`src/rtl/msp_pkg.sv`:
```
// Shared definitions for the MSP v1 response-frame transmitter: framing states,
// MSP header/direction bytes and the Wishbone register map.
package msp_pkg;

  typedef enum logic [2:0] {
    ST_IDLE,
    ST_DOLLAR,
    ST_MCHR,
    ST_DIR,
    ST_SIZE,
    ST_CMD,
    ST_PAYLOAD,
    ST_CSUM
  } msp_tx_state_e;

  localparam logic [7:0] MSP_HDR_DOLLAR = 8'h24;
  localparam logic [7:0] MSP_HDR_M      = 8'h4D;
  localparam logic [7:0] MSP_DIR_REQ    = 8'h3C;
  localparam logic [7:0] MSP_DIR_RESP   = 8'h3E;
  localparam logic [7:0] MSP_DIR_ERR    = 8'h21;

  localparam logic [31:0] MSP_REG_CTRL   = 32'h0000_0500;
  localparam logic [31:0] MSP_REG_STATUS = 32'h0000_0504;
  localparam logic [31:0] MSP_BUF_BASE   = 32'h0000_0600;

endpackage

```
`src/rtl/msp_tx_fsm.sv`:
```
// Framing engine: walks the $M> / $M! frame one byte per accepted handshake,
// folding size, cmd and payload into the XOR checksum as they leave.
//
// state      | meaning
// -----------+-------------------------------------------
// ST_IDLE    | no frame, tx_valid_o low
// ST_DOLLAR  | driving '$'
// ST_MCHR    | driving 'M'
// ST_DIR     | driving '>' (or '!' for an error reply)
// ST_SIZE    | driving payload size
// ST_CMD     | driving command id
// ST_PAYLOAD | driving payload byte pay_idx
// ST_CSUM    | driving XOR checksum, frame ends on accept
module msp_tx_fsm
  import msp_pkg::*;
(
  input  logic       wb_clk_i,
  input  logic       wb_rst_i,
  input  logic       start,
  input  logic       err_dir,
  input  logic [7:0] cmd,
  input  logic [7:0] size,
  input  logic [7:0] pay_byte,
  output logic [5:0] pay_idx,
  output logic [7:0] tx_data_o,
  output logic       tx_valid_o,
  input  logic       tx_ready_i,
  output logic       tx_busy_o,
  output logic       frame_done
);

  msp_tx_state_e state, state_nxt;
  logic [5:0]    idx, idx_nxt;
  logic [7:0]    csum, csum_nxt;
  logic [7:0]    byte_nxt;
  logic          accept;

  assign accept  = tx_valid_o & tx_ready_i;
  assign pay_idx = idx_nxt;

  always_ff @(posedge wb_clk_i or posedge wb_rst_i) begin
    if (wb_rst_i) begin
      state      <= ST_IDLE;
      idx        <= '0;
      csum       <= '0;
      tx_data_o  <= '0;
      tx_valid_o <= 1'b0;
      tx_busy_o  <= 1'b0;
    end else begin
      state      <= state_nxt;
      idx        <= idx_nxt;
      csum       <= csum_nxt;
      tx_data_o  <= byte_nxt;
      tx_valid_o <= (state_nxt != ST_IDLE);
      tx_busy_o  <= (state_nxt != ST_IDLE);
    end
  end

  always_comb begin
    state_nxt  = state;
    idx_nxt    = idx;
    csum_nxt   = csum;
    frame_done = 1'b0;
    case (state)
      ST_IDLE: begin
        if (start) begin
          state_nxt = ST_DOLLAR;
          csum_nxt  = '0;
          idx_nxt   = '0;
        end
      end
      ST_DOLLAR: if (accept) state_nxt = ST_MCHR;
      ST_MCHR:   if (accept) state_nxt = ST_DIR;
      ST_DIR:    if (accept) state_nxt = ST_SIZE;
      ST_SIZE: begin
        if (accept) begin
          csum_nxt  = csum ^ tx_data_o;
          state_nxt = ST_CMD;
        end
      end
      ST_CMD: begin
        if (accept) begin
          csum_nxt  = csum ^ tx_data_o;
          idx_nxt   = '0;
          state_nxt = (size == 8'd0) ? ST_CSUM : ST_PAYLOAD;
        end
      end
      ST_PAYLOAD: begin
        if (accept) begin
          csum_nxt = csum ^ tx_data_o;
          if ({2'b00, idx} == size - 8'd1) state_nxt = ST_CSUM;
          else                             idx_nxt   = idx + 6'd1;
        end
      end
      ST_CSUM: begin
        if (accept) begin
          state_nxt  = ST_IDLE;
          frame_done = 1'b1;
        end
      end
      default: state_nxt = ST_IDLE;
    endcase
  end

  // Output byte is chosen for the state being entered so tx_data_o stays registered.
  always_comb begin
    byte_nxt = 8'h00;
    case (state_nxt)
      ST_DOLLAR:  byte_nxt = MSP_HDR_DOLLAR;
      ST_MCHR:    byte_nxt = MSP_HDR_M;
      ST_DIR:     byte_nxt = err_dir ? MSP_DIR_ERR : MSP_DIR_RESP;
      ST_SIZE:    byte_nxt = size;
      ST_CMD:     byte_nxt = cmd;
      ST_PAYLOAD: byte_nxt = pay_byte;
      ST_CSUM:    byte_nxt = csum_nxt;
      default:    byte_nxt = 8'h00;
    endcase
  end

endmodule

```
`src/rtl/wb_msp_frame_tx.sv`:
```
// Wishbone-programmed MSP v1 reply transmitter: CTRL/STATUS registers, payload
// buffer and the framing FSM. Optional frame-done interrupt via MSP_TX_IRQ_EN.
module wb_msp_frame_tx
  import msp_pkg::*;
#(
  parameter int MAX_PAYLOAD = 64
) (
  input  logic        wb_clk_i,
  input  logic        wb_rst_i,
  input  logic [31:0] wb_dat_i,
  input  logic [31:0] wb_adr_i,
  input  logic        wb_we_i,
  input  logic        wb_stb_i,
  input  logic        wb_cyc_i,
  input  logic [3:0]  wb_sel_i,
  output logic [31:0] wb_dat_o,
  output logic        wb_ack_o,
  output logic        wb_stall_o,
  output logic [7:0]  tx_data_o,
  output logic        tx_valid_o,
  input  logic        tx_ready_i,
  output logic        tx_busy_o
`ifdef MSP_TX_IRQ_EN
  ,
  output logic        irq_o
`endif
);

  localparam logic [7:0]  MAX_SIZE = 8'(MAX_PAYLOAD);
  localparam logic [31:0] BUF_LEN  = 32'(MAX_PAYLOAD);

  logic [7:0]  buf_mem [MAX_PAYLOAD];
  logic [7:0]  cmd_q, size_q;
  logic        err_dir_q, done_q, size_err_q;
  logic        irq_en_q;

  logic        sel, acc, wr, rd;
  logic [31:0] word_adr, buf_off, rd_data;
  logic        hit_ctrl, hit_stat, hit_buf;
  logic        start_req, size_ok, fsm_start, frame_done;
  logic [5:0]  pay_idx;
  logic [3:0]  buf_word;

  assign wb_stall_o = 1'b0;

  assign sel      = wb_stb_i & wb_cyc_i;
  assign acc      = sel & ~wb_ack_o;
  assign wr       = acc & wb_we_i;
  assign rd       = acc & ~wb_we_i;
  assign word_adr = {wb_adr_i[31:2], 2'b00};
  assign hit_ctrl = (word_adr == MSP_REG_CTRL);
  assign hit_stat = (word_adr == MSP_REG_STATUS);
  // Addresses below the base wrap to a large offset, so one compare bounds both ends.
  assign buf_off  = word_adr - MSP_BUF_BASE;
  assign hit_buf  = (buf_off < BUF_LEN);
  assign buf_word = buf_off[5:2];

  assign start_req = wr & hit_ctrl & wb_dat_i[0] & ~tx_busy_o;
  assign size_ok   = (wb_dat_i[23:16] <= MAX_SIZE);
  assign fsm_start = start_req & size_ok;

`ifdef MSP_TX_IRQ_EN
  always_ff @(posedge wb_clk_i or posedge wb_rst_i) begin
    if (wb_rst_i) begin
      irq_en_q <= 1'b0;
      irq_o    <= 1'b0;
    end else begin
      if (wr & hit_ctrl & ~tx_busy_o) irq_en_q <= wb_dat_i[2];
      irq_o <= frame_done & irq_en_q;
    end
  end
`else
  assign irq_en_q = 1'b0;
`endif

  always_ff @(posedge wb_clk_i or posedge wb_rst_i) begin
    if (wb_rst_i) begin
      wb_ack_o   <= 1'b0;
      wb_dat_o   <= '0;
      cmd_q      <= '0;
      size_q     <= '0;
      err_dir_q  <= 1'b0;
      done_q     <= 1'b0;
      size_err_q <= 1'b0;
    end else begin
      wb_ack_o <= acc;
      wb_dat_o <= rd ? rd_data : 32'h0;
      if (wr & hit_ctrl & ~tx_busy_o) begin
        err_dir_q <= wb_dat_i[1];
        cmd_q     <= wb_dat_i[15:8];
        size_q    <= wb_dat_i[23:16];
      end
      if (start_req & ~size_ok)                size_err_q <= 1'b1;
      else if (wr & hit_stat & wb_dat_i[2])    size_err_q <= 1'b0;
      if (frame_done)                          done_q     <= 1'b1;
      else if (wr & hit_stat & wb_dat_i[1])    done_q     <= 1'b0;
    end
  end

  // Payload buffer keeps its contents across reset.
  always_ff @(posedge wb_clk_i) begin
    if (wr & hit_buf & ~tx_busy_o) begin
      for (int b = 0; b < 4; b++) begin
        if (wb_sel_i[b]) buf_mem[{buf_word, 2'(b)}] <= wb_dat_i[8*b +: 8];
      end
    end
  end

  always_comb begin
    rd_data = 32'h0;
    if (hit_ctrl)
      rd_data = {8'h00, size_q, cmd_q, 5'b0, irq_en_q, err_dir_q, 1'b0};
    else if (hit_stat)
      rd_data = {29'b0, size_err_q, done_q, tx_busy_o};
    else if (hit_buf)
      rd_data = {buf_mem[{buf_word, 2'd3}], buf_mem[{buf_word, 2'd2}],
                 buf_mem[{buf_word, 2'd1}], buf_mem[{buf_word, 2'd0}]};
  end

  msp_tx_fsm u_fsm (
    .wb_clk_i   (wb_clk_i),
    .wb_rst_i   (wb_rst_i),
    .start      (fsm_start),
    .err_dir    (err_dir_q),
    .cmd        (cmd_q),
    .size       (size_q),
    .pay_byte   (buf_mem[pay_idx]),
    .pay_idx    (pay_idx),
    .tx_data_o  (tx_data_o),
    .tx_valid_o (tx_valid_o),
    .tx_ready_i (tx_ready_i),
    .tx_busy_o  (tx_busy_o),
    .frame_done (frame_done)
  );

endmodule
```
`config.mk`:
```
export PLATFORM = sky130hd
export DESIGN_NAME = wb_msp_frame_tx
export DESIGN_NICKNAME = d
export VERILOG_FILES = /design/src/rtl/msp_pkg.sv /design/src/rtl/msp_tx_fsm.sv /design/src/rtl/wb_msp_frame_tx.sv
export SDC_FILE = /design/constraint.sdc
export NUM_CORES = 1
export LEC_CHECK = 0
export ABC_AREA = 0
export BUFFER_PORTS_ARGS = -buffer_cell sky130_fd_sc_hd__clkbuf_2
export CAP_MARGIN = 20
export CORE_ASPECT_RATIO = 1.2
export CORE_UTILIZATION = 55
export CTS_CLUSTER_SIZE = 25
export DETAILED_ROUTE_END_ITERATION = 8
export HOLD_SLACK_MARGIN = 0.08
export PLACE_DENSITY = 0.74
export SLEW_MARGIN = 20
export SYNTH_ARGS = -nofsm -noshare
export SYNTH_HDL_FRONTEND = slang
export SYNTH_SLANG_ARGS = --single-unit
```
`constraint.sdc`:
```
create_clock -name wb_clk_i -period 3.55 [get_ports wb_clk_i]
set_input_delay 0.71 -clock wb_clk_i [delete_from_list [all_inputs] [get_ports wb_clk_i]]
set_output_delay 0.71 -clock wb_clk_i [all_outputs]
set_load 0.02 [all_outputs]
```
==> summary.md <==
| Metric | Value |
|---|---|
| Clock transition at the registers of the reported paths | 60 ps |
| Die X | 209.6 µm |
| PD cells | 389.9 mW/mm² |
| CTS sink count | 590 |
| VDD IR max | 0.4238 mV |
| Slew Viols, Final | 0 |
| Chip Height | 251.2 µm |
| ANT nets after route | 0 |
| Total Routed Length | 131.2 mm |
| CTS tree | done |
| Worst Hold Class | primary input to asynchronous set/reset pin |
| Worst reg-to-reg setup slack | -460 ps |
| Final hold vios | 0 |
| H-tree depth | 2 |
| Final setup viols | 8 |
| Critical path, cell by cell | or4_1, o2111a_2, buf_6, a21oi_4, a211oi_4, o311ai_4, and2_4, clkinv_8, buf_8, mux4_2, mux2_4, a22oi_2, a41oi_2, o22a_1 |
| DR vias/cell | 7.376 |
| Setup ws final | -458.4 ps |
| Drt pass-1 iters | 6 |
| Setup CP Type | flop to flop |
| Post-synth EDFFs | 512 |
| FF+latch count, synth | 590 |
| Num rows | 90 |
| End-of-flow core utilization | 0.7438 |
| Critical path's largest stage delay | 560 ps |
| RSZ-0062 raised after global routing | yes |
| Max-cap viol count | 0 |
| Largest net degree at the start of global routing | 79 |
| Die area | 0.05266 mm² |
| Vias in the first global route | 23096 |
| GPL Wtd Cong | 1.104 |
| Post-synthesis instance total | 2025 |
| Hpwl dp | 93.32 mm |
| Reg2Reg Launch Point | size_q[5] |
| Port-buffer cells | 114 |
| CTS max path bufs | 3 |
| Leak Pwr | 13.49 nW |
| Syn_nets | 2102 |
| Relative slew slack | 0.2589 |
| Post-route minimum period | 4008 ps |
| CP Data Arrival Time | 4520 ps |
| Post-Syn Area | 0.02846 mm² |
| Max Fclk | 0.2495 GHz |
| Reg2Reg Depth | 14 |
| CP max FO | 6 |
| Seq/Total Area, Yosys | 0.6089 |
| Drt wl/cell | 40.72 µm |
| Post-CTS Hold Buffers | 0 |
| Antenna violations before repair | 12 |
| Worst setup endpoint | u_fsm.tx_data_o[2] |
| CP max stage cell | mux4_2 |
| CP Launch Type | flop |
| First-pass GRT wire length | 177.0 mm |
| Mean Syn Cell Area | 14.05 µm² |
| Core area | 0.05067 mm² |
| TritonCTS buffer count | 57 |
| Status | finished, violations left |
| Initial DRC Count | 4198 |
| Post-layout nets | 2601 |
| Crit. Startpoint | size_q[5] |
| Failing checks | negative setup slack |
| Fin crit share | 1.129 |
| Slew @ Worst Pin | 1112 ps |
| I/O pins | 118 |
| Final setup skew | 25.46 ps |
| Synth Flop Type | edfxtp_1 |
| FFs w/ async S/R, synth | 0.1322 |
| Post-synth cell types | 85 |
| TNS Setup | -2528 ps |
| Critical Path RT | 4060 ps |
| Total GRT Usage | 0.4988 |
| Clock Latency Late Sink | 640 ps |
| GRT overflow | 0 |
| R2R Path End | u_fsm.tx_data_o[2] |
| Yosys synthesis warning count | 0 |
| Crit end category | flop |
| Area grow syn2layout | 32.45% |
| Via count | 23758 |
| DRC viols | 0 |
| Root Buffer | clkbuf_16 |
| Initial Util | 0.5616 |
| Worst Hold Slack | 158.9 ps |
| Fraction of layout instances using a drive strength above 1 | 0.4265 |
worst min-delay path by stage:
stage / start / to / cells after the start
finish: wb_rst_i / size_q[3] / 3
global route: wb_rst_i / size_q[3] / 3
CTS: wb_rst_i / wb_dat_o[21] / 3
detailed placement: size_err_q / size_err_q / 2
global placement: size_err_q / size_err_q / 2
floorplan: size_err_q / size_err_q / 2
cell families after synthesis:
logic type	Yosys count	synth area share
simple gates	667	0.1054
mux	262	0.1705
buf+inv	166	0.02502
fa+ha+maj	4	0.001671
other cells	1	0.0001318
compound gates	320	0.08372
flops	590	0.6089
xor+xnor	15	0.004617
worst max-delay path, delay by kind of cell, from the launching register on:
family | cells | cell delay (ps)
compound gates | 7 | 1440
mux | 2 | 880
simple gates | 2 | 810
flops | 1 | 390
buf+inv | 3 | 360
Yosys cell counts (5+ instances only):
cell / number / area, µm²
nand2_1: 309 / 1160
a32oi_1: 11 / 96.34
a22oi_1: 26 / 195.2
o211ai_1: 7 / 52.55
o21ai_0: 32 / 160.2
buf_1: 28 / 105.1
a31o_2: 5 / 43.79
o31ai_1: 7 / 52.55
nand4_1: 18 / 112.6
buf_2: 47 / 235.2
a211oi_1: 34 / 255.2
or2_2: 6 / 37.54
dfrtp_1: 78 / 1952
a31oi_1: 38 / 237.7
clkbuf_1: 67 / 251.5
mux2_2: 22 / 247.7
a21boi_0: 37 / 277.8
a2111oi_0: 19 / 166.4
or3_1: 6 / 37.54
nor2_1: 137 / 514.2
xor2_1: 10 / 87.58
nor3_1: 21 / 105.1
edfxtp_1: 512 / 15370
mux4_2: 176 / 3964
nand3_1: 82 / 410.4
and3_1: 22 / 137.6
a21oi_1: 29 / 145.1
nor2b_1: 26 / 162.7
a311oi_1: 25 / 219.0
nor4_1: 7 / 43.79
xnor2_1: 5 / 43.79
mux2i_1: 64 / 640.6
inv_1: 14 / 52.55
flip-flops by register name, summed over array words and instances (netlist names):
signal	flops
size_q	8
u_fsm.state	3
u_fsm.tx_valid_o	1
err_dir_q	1
wb_dat_o	32
u_fsm.idx	6
u_fsm.tx_data_o	8
u_fsm.csum	8
size_err_q	1
done_q	1
cmd_q	8
wb_ack_o	1
buf_mem	512
stage by stage:
step                      instances  total power, mW  instance area, µm²  worst slack, ps
final                          3221            14.70               37690           -458.4
after global routing           3218            14.90               37680           -520.2
after CTS                      3197            14.64               36950           -280.2
after detailed placement       3053            8.369               33830            -1049
after global placement         3053            8.355               33830            -1003
after floorplan                2025            8.017               29010           -380.7
report_power, final:
part           total (mW)  internal, mW  switching, mW
Sequential           7.53          7.53       0.000282
Combinational       0.713         0.278          0.435
Clock                6.45          3.63           2.82
layout make-up:
class / instances / area (µm²)
Sequential cell: 590 / 17330
Timing Repair inverter: 1 / 8.758
Multi-Input combinational cell: 1269 / 11680
Tap cell: 644 / 805.8
Inverter: 18 / 103.9
Antenna cell: 5 / 12.51
Fill cell: 3075 / 12980
Clock inverter: 34 / 360.3
Clock buffer: 73 / 1599
Timing Repair Buffer: 587 / 5796
placed cells by master (no fill, tap or decap), drive strengths merged, types with 32 or more instances in the layout:
cell / netlist / routed
mux2i: 64 / 64
clkbuf: 67 / 187
nand2: 309 / 309
edfxtp: 512 / 512
nor2: 137 / 137
o21ai: 32 / 32
a211oi: 36 / 36
buf: 81 / 471
a31oi: 38 / 38
nand3: 82 / 82
dfrtp: 78 / 78
a21boi: 37 / 37
mux4: 176 / 176
repair_timing:
| item | CTS | global route |
|---|---|---|
| setup buffers | 34 | 18 |
| resized for setup | 151 | 106 |
| endpoints found under the setup margin | 8 | 18 |
| pin swaps | 52 | 44 |
| gates cloned | 11 | 3 |
layer usage:
layer / vias to the layer above / track usage / share of wire
met5: - / 0 / 0.00059
met2: 2380 / 0.7530 / 0.44
li1: 9032 / - / -
met1: 11716 / 0.5893 / 0.31
met4: 12 / 0.4254 / 0.11
met3: 618 / 0.1462 / 0.14
Power figures use the tool's default switching activity.
